**src/rtl/join_unit_if.sv**
```systemverilog
// -----------------------------------------------------------------------------
// join_unit_if
// Purpose : bundles the per-core instruction / enable / status signals that
//           connect the join unit to the core array and the fork unit.
// Signals :
//   ins_in        NCORES*16  current instruction per core (core i at [16i+15:16i])
//   ins_valid     NCORES     slice i is being executed this cycle
//   core_ens_in   NCORES     enable vector from the fork unit
//   core_ens_out  NCORES     registered enable vector with halted cores cleared
//   core_stall    NCORES     core i holds its PC (waiting in a JOIN)
//   halt_pulse    NCORES     one-cycle pulse per halted core
//   join_done     NCORES     one-cycle pulse per released JOIN
//   join_timeout  NCORES     one-cycle pulse per JOIN released by the watchdog
// Modports: master = core array / fork side, slave = join unit.
// -----------------------------------------------------------------------------
interface join_unit_if #(
    parameter int NCORES = 4
) ();
    logic [NCORES*16-1:0] ins_in;
    logic [NCORES-1:0]    ins_valid;
    logic [NCORES-1:0]    core_ens_in;
    logic [NCORES-1:0]    core_ens_out;
    logic [NCORES-1:0]    core_stall;
    logic [NCORES-1:0]    halt_pulse;
    logic [NCORES-1:0]    join_done;
    logic [NCORES-1:0]    join_timeout;

    modport master (
        output ins_in, ins_valid, core_ens_in,
        input  core_ens_out, core_stall, halt_pulse, join_done, join_timeout
    );

    modport slave (
        input  ins_in, ins_valid, core_ens_in,
        output core_ens_out, core_stall, halt_pulse, join_done, join_timeout
    );
endinterface

```
**src/rtl/join_unit.sv**
```systemverilog
// -----------------------------------------------------------------------------
// join_unit
// Purpose : handles HALT and JOIN instructions for an array of NCORES cores.
//           HALT clears the issuing core's enable bit; JOIN stalls the issuing
//           core until every other enabled core has halted or is itself
//           waiting in a JOIN. Simultaneous releases are serialised lowest
//           index first.
// Ports   :
//   clk    in  single clock, rising edge
//   rst_n  in  asynchronous active-low reset
//   bus    join_unit_if.slave (instruction, enable and status vectors)
// Config  : define JOIN_TIMEOUT_EN to add a 16-bit watchdog per core that
//           force-releases a JOIN after JOIN_TIMEOUT cycles in WAIT. Without
//           it no counters exist and join_timeout is constant 0.
// -----------------------------------------------------------------------------
module join_unit #(
    parameter int          NCORES       = 4,
    parameter logic [3:0]  HALT         = 4'hF,
    parameter logic [3:0]  JOIN         = 4'h7,
    parameter logic [15:0] JOIN_TIMEOUT = 16'd255
) (
    input  logic        clk,
    input  logic        rst_n,
    join_unit_if.slave  bus
);

    typedef enum logic {
        ST_RUN  = 1'b0,
        ST_WAIT = 1'b1
    } state_t;

    state_t            state_q [NCORES];
    logic              armed_q;      // low on the first edge after reset release
    logic [NCORES-1:0] ens_out_q;
    logic [NCORES-1:0] halt_q;
    logic [NCORES-1:0] done_q;
    logic [NCORES-1:0] pend_q;       // released-eligible cores still queued

    logic [NCORES-1:0] wait_vec;
    logic [NCORES-1:0] accept;
    logic [NCORES-1:0] halt_acc;
    logic [NCORES-1:0] join_acc;
    logic [NCORES-1:0] live;
    logic [NCORES-1:0] cond_ok;
    logic [NCORES-1:0] eligible;
    logic [NCORES-1:0] grant;
    logic [NCORES-1:0] fire;
    logic [NCORES-1:0] release_vec;
    logic [NCORES-1:0] ens_out_d;
    logic [NCORES-1:0] pend_d;
    logic [NCORES*12-1:0] ins_low;
    logic              unused_ins;

    // A core blocks others' release while it is enabled, running and not
    // halting this very cycle.
    assign live = bus.core_ens_in & ~halt_acc & ~wait_vec;

    generate
        for (genvar gi = 0; gi < NCORES; gi++) begin : g_core
            assign wait_vec[gi] = (state_q[gi] == ST_WAIT);
            assign accept[gi]   = armed_q & bus.ins_valid[gi]
                                & bus.core_ens_in[gi] & ~wait_vec[gi];
            assign halt_acc[gi] = accept[gi] & (bus.ins_in[16*gi+12 +: 4] == HALT);
            assign join_acc[gi] = accept[gi] & (bus.ins_in[16*gi+12 +: 4] == JOIN);
            // Release condition: no other core is live.
            assign cond_ok[gi]  = ~|(live & ~(NCORES'(1) << gi));
            assign ins_low[12*gi +: 12] = bus.ins_in[16*gi +: 12];
        end
    endgenerate

    // Operand bits are irrelevant here; only the opcode nibble is decoded.
    assign unused_ins = ^ins_low;

    // A core that qualified once stays qualified (pend_q) until its turn, so
    // the ascending-order release is not undone by an earlier core resuming.
    assign eligible    = wait_vec & bus.core_ens_in & (cond_ok | pend_q);
    assign grant       = eligible & (~eligible + NCORES'(1));
    assign release_vec = grant | fire;
    assign pend_d      = eligible & ~release_vec;
    assign ens_out_d   = bus.core_ens_in & ~halt_acc;

`ifdef JOIN_TIMEOUT_EN
    logic [15:0]       cnt_q [NCORES];
    logic [NCORES-1:0] timeout_q;

    generate
        for (genvar gi = 0; gi < NCORES; gi++) begin : g_wdog
            assign fire[gi] = wait_vec[gi] & bus.core_ens_in[gi]
                            & (cnt_q[gi] == JOIN_TIMEOUT);
        end
    endgenerate

    assign bus.join_timeout = timeout_q;
`else
    logic unused_timeout;

    assign fire             = '0;
    assign unused_timeout   = ^JOIN_TIMEOUT;
    assign bus.join_timeout = '0;
`endif

    always_ff @(posedge clk or negedge rst_n) begin
        if (!rst_n) begin
            armed_q   <= 1'b0;
            ens_out_q <= NCORES'(1);
            halt_q    <= '0;
            done_q    <= '0;
            pend_q    <= '0;
            for (int i = 0; i < NCORES; i++) begin
                state_q[i] <= ST_RUN;
`ifdef JOIN_TIMEOUT_EN
                cnt_q[i]   <= '0;
`endif
            end
`ifdef JOIN_TIMEOUT_EN
            timeout_q <= '0;
`endif
        end else begin
            armed_q   <= 1'b1;
            ens_out_q <= ens_out_d;
            halt_q    <= halt_acc;
            done_q    <= release_vec;
            pend_q    <= pend_d;
`ifdef JOIN_TIMEOUT_EN
            timeout_q <= fire;
`endif
            for (int i = 0; i < NCORES; i++) begin
                case (state_q[i])
                    ST_RUN: begin
                        if (join_acc[i]) begin
                            state_q[i] <= ST_WAIT;
                        end
                    end
                    ST_WAIT: begin
                        // Losing the enable abandons the join silently.
                        if (!bus.core_ens_in[i] || release_vec[i]) begin
                            state_q[i] <= ST_RUN;
                        end
                    end
                    default: state_q[i] <= ST_RUN;
                endcase
`ifdef JOIN_TIMEOUT_EN
                // Held at zero while running so it reads 0 on WAIT entry.
                if (state_q[i] == ST_RUN) begin
                    cnt_q[i] <= '0;
                end else begin
                    cnt_q[i] <= cnt_q[i] + 16'd1;
                end
`endif
            end
        end
    end

    assign bus.core_ens_out = ens_out_q;
    assign bus.core_stall   = wait_vec;
    assign bus.halt_pulse   = halt_q;
    assign bus.join_done    = done_q;

endmodule

```
**src/flat_wrapper.sv**
```systemverilog
// flat-port wrapper written by rule: the top's interface ports become plain ports
module join_unit_flat 
#(
    parameter int          NCORES       = 4,
    parameter logic [3:0]  HALT         = 4'hF,
    parameter logic [3:0]  JOIN         = 4'h7,
    parameter logic [15:0] JOIN_TIMEOUT = 16'd255
)
  (clk, rst_n, bus_ins_in, bus_ins_valid, bus_core_ens_in, bus_core_ens_out, bus_core_stall, bus_halt_pulse, bus_join_done, bus_join_timeout);
  join_unit_if #(.NCORES(NCORES)) bus_i ();
  input  logic clk;
  input  logic rst_n;
  input wire logic [$bits(bus_i.ins_in)-1:0] bus_ins_in;
  input wire logic [$bits(bus_i.ins_valid)-1:0] bus_ins_valid;
  input wire logic [$bits(bus_i.core_ens_in)-1:0] bus_core_ens_in;
  output wire logic [$bits(bus_i.core_ens_out)-1:0] bus_core_ens_out;
  output wire logic [$bits(bus_i.core_stall)-1:0] bus_core_stall;
  output wire logic [$bits(bus_i.halt_pulse)-1:0] bus_halt_pulse;
  output wire logic [$bits(bus_i.join_done)-1:0] bus_join_done;
  output wire logic [$bits(bus_i.join_timeout)-1:0] bus_join_timeout;
  assign bus_i.ins_in = bus_ins_in;
  assign bus_i.ins_valid = bus_ins_valid;
  assign bus_i.core_ens_in = bus_core_ens_in;
  assign bus_core_ens_out = bus_i.core_ens_out;
  assign bus_core_stall = bus_i.core_stall;
  assign bus_halt_pulse = bus_i.halt_pulse;
  assign bus_join_done = bus_i.join_done;
  assign bus_join_timeout = bus_i.join_timeout;
  join_unit #(.NCORES(NCORES), .HALT(HALT), .JOIN(JOIN), .JOIN_TIMEOUT(JOIN_TIMEOUT)) u_core (.clk(clk), .rst_n(rst_n), .bus(bus_i));
endmodule
```
**config.mk**
```make
export PLATFORM = sky130hd
export DESIGN_NAME = join_unit_flat
export DESIGN_NICKNAME = d
export VERILOG_FILES = /design/src/rtl/join_unit_if.sv /design/src/rtl/join_unit.sv /design/src/flat_wrapper.sv
export SDC_FILE = /design/constraint.sdc
export NUM_CORES = 1
export LEC_CHECK = 0
export BUFFER_PORTS_ARGS = -buffer_cell sky130_fd_sc_hd__buf_2
export CAP_MARGIN = 20
export CORE_MARGIN = 5
export CORE_UTILIZATION = 36
export CTS_CLUSTER_SIZE = 16
export DETAILED_ROUTE_END_ITERATION = 7
export PLACE_DENSITY = 0.8
export SYNTH_ARGS = -nofsm -noshare
export SYNTH_HDL_FRONTEND = slang
export SYNTH_SLANG_ARGS = --single-unit
```
**constraint.sdc**
```tcl
create_clock -name clk -period 2.5 [get_ports clk]
set_input_delay 0.5 -clock clk [delete_from_list [all_inputs] [get_ports clk]]
set_output_delay 0.5 -clock clk [all_outputs]
set_load 0.1 [all_outputs]
```
==> impl_metrics.json <==
{
  "initial_utilization_pct": 38.6,
  "number_of_fill_cells": 247,
  "share_seq_of_total_power_pct": 45.9,
  "core_area_um2": 2520,
  "r2r_setup_slack_ns": 0.55,
  "met2_usage_pct": 21.9,
  "crit_fanout": 6,
  "outcome": "finished clean",
  "antenna-diode-count": 0,
  "post_layout_worst_setup_margin_ns": 0.545,
  "antenna_violations_before_repair": 0,
  "multiInputGateArea_um2": 438,
  "floorplan.die_area_um2": 3850,
  "netlist.top_cell.by_area": "dfrtp_1",
  "yosys-top-cells-area": "dfrtp_1 (49%), nor2b_1 (3.2%), nand3_1 (3.1%)",
  "ys_types": 36,
  "placement.setup.worst_slack_ns": 0.396,
  "detail_route.vias_per_cell": 5.20,
  "finalCritPeriodShare_pct": 78.2,
  "clock_sink_count": 20,
  "num_rows": 18,
  "crit_required_ns": 2.70,
  "setup.worst_path.start_class": "register",
  "grt_max_degree": 21,
  "detailroute.via_count": 868,
  "syn_area_per_cell_um2": 10.4,
  "antenna_nets_post_route": 0,
  "place.gp.congestion": 0.852,
  "hold_slack_ns": 0.115,
  "cts.root.buffer_cell": "clkbuf_4",
  "worstSetupEndpointType": "register",
  "grt_util_all_layers_pct": 12.7,
  "port-buffer-count": 41,
  "sw_frac_of_total_pct": 28.1,
  "postRouteWirelength_um": 2280,
  "worstSkewPairLatency_ns": 0.31,
  "gr-usage-met1_pct": 14.8,
  "synthToLayoutAreaGrowth_pct": 27.9,
  "dp.final_hpwl_um": 1890,
  "clk_transition_reported_paths_ns": 0.11,
  "period_needed_ns": 1.95,
  "max_cap_viol_count": 0,
  "p_int_uw": 522,
  "cts_hold_repair.buffers": 0,
  "mappedNetlistArea_um2": 975,
  "achievable-frequency_mhz": 512,
  "dr.first_iter.drc_count": 31,
  "finalSetupViolations": 0,
  "arrival_ns": 2.15,
  "cts-buffers-inserted": 3,
  "cts_post_setup_buffers_inserted": 0,
  "die_height_um": 62.0,
  "drive_above_1_share_pct": 42.3,
  "detailed_routing_iterations_pass_1": 4,
  "finClkSkew_ns": 0.00220,
  "p_per_area_nw_per_um2": 582,
  "syn_inst": 94,
  "cts_resized": 0,
  "synth-seq-area-share_pct": 51.5,
  "gr-total-overflow": 0,
  "final_common_cell": "buf_2",
  "hold_violation_total_from_the_final_report": 0,
  "ys_async_sr_fraction_pct": 100,
  "synth_top_cell_area_share_pct": 48.8,
  "cts_tree": "yes",
  "setup.worst_path.class": "register to register",
  "die_width_um": 62.0,
  "irDropWorstVdd_uv": 325,
  "global_route_wire_length_before_repair_um": 3530,
  "setup.worst_path.start": "u_core.bus.core_stall[2]",
  "number_of_flops_mapped_to_enable_cells_by_yosys": 0,
  "io_count": 94,
  "finalSetupTns_ns": 0,
  "route.detailed.wl_per_inst_um": 13.6,
  "timing_max_transition_violations_final": 0,
  "timing.rr.end": "u_core.bus.core_stall[3]",
  "regArea_um2": 502,
  "drcViolationCount": 0,
  "dominantRegCellSynth": "dfrtp_1",
  "pwr-share-comb_pct": 17.6,
  "rsz0062_at_grt": "false",
  "synth.ff_latch_count": 20,
  "leakage_power_uw": 0.000646,
  "worstSetupEndpoint": "u_core.bus.core_stall[3]",
  "fin_nets": 212,
  "hold_crit_class": "input port to async pin",
  "grt_pass1_vias": 840,
  "power_switching_uw": 204,
  "gr-usage-met3_pct": 1.65,
  "gr-max-usage-layer": "met2",
  "cts-htree-levels": 1,
  "most-common-layout-cells": "buf_2 (41), dfrtp_1 (19), nor2_1 (7)",
  "ff2ff_path_depth": 5,
  "yosysWarningCount": 0,
  "power.total_uw": 725,
  "max-clock-path-buffers": 2,
  "clock_share_of_power_pct": 36.4,
  "worst_r2r_startpoint": "u_core.bus.core_stall[2]"
}
power by group through the flow:
stage               combinational (uW)  clock [uW]  sequential (uW)
floorplan                         57.5           0              373
global placement                   125           0              339
detailed placement                 128           0              339
CTS                                129         268              333
global route                       137         283              334
finish                             128         264              333
final cells by class:
cell class,count,area share [%]
Clock buffer,3,1.81
Clock inverter,1,2.41
Inverter,3,0.904
Multi-Input combinational cell,69,35.1
Sequential cell,20,40.3
Tap cell,30,3.01
Timing Repair Buffer,41,16.5
metal layers:
layer	up-vias	part of all wire [%]
met5	-	0
met4	0	2.7
met3	5	12
met2	44	46
met1	391	40
li1	428	-
metrics by stage:
stage / utilization [%] / cells / area [um^2]
2_1_floorplan: - / 97 / 986
3_3_place_gp: 47.3 / 163 / 1190
4_1_cts: 49.4 / 167 / 1250
3_5_place_dp: 47.3 / 163 / 1190
5_1_grt: 49.4 / 167 / 1250
6_report: 49.4 / 167 / 1250
worst min-delay path by stage:
stage          start                         end  slack (ns)  depth (start not counted)
2_1_floorplan  rst_n              u_core.armed_q        0.20                          0
3_5_place_dp   rst_n    u_core.bus.halt_pulse[1]        0.46                          1
3_3_place_gp   rst_n  u_core.bus.core_ens_out[1]        0.46                          1
6_report       rst_n    u_core.bus.halt_pulse[1]        0.12                          1
4_1_cts        rst_n    u_core.bus.core_stall[0]        0.12                          1
5_1_grt        rst_n    u_core.bus.halt_pulse[1]        0.14                          1
flip-flops by register name (all words and copies together) (netlist names):
register,flops
u_core.bus.halt_pulse,4
u_core.bus.core_ens_out,4
u_core.armed_q,1
u_core.bus.join_done,4
u_core.pend_q,3
u_core.bus.core_stall,4
Yosys cell counts (2+ instances only):
cell type / count
a21oi_1: 2
a31o_2: 2
a31oi_1: 4
and3_2: 2
and4_2: 2
buf_4: 4
conb_1: 2
dfrtp_1: 19
inv_1: 3
nand2_1: 6
nand3_1: 6
nand4b_1: 2
nor2_1: 7
nor2b_1: 5
nor3_1: 2
o21ai_0: 3
o22ai_1: 2
o32ai_1: 2
or2b_2: 2
critical path, cell delays in order (launching register included):
cell and delay [ns]:
dfrtp_1 0.43, nand4b_1 0.20, o31a_1 0.38, o41a_1 0.47, a211oi_2 0.26, o32ai_1 0.10
kinds of logic (layout without fill, tap and decap cells):
kind of cell | after synthesis | in the layout | synth area share, %
AO/OA/AOI/OAI | 24 | 24 | 19.0
buffers and inverters | 8 | 48 | 4.75
flip-flops | 20 | 20 | 51.5
other | 2 | 5 | 0.771
AND/OR/NAND/NOR | 40 | 40 | 24.0
Note: power is estimated with default switching activity, not from simulation.
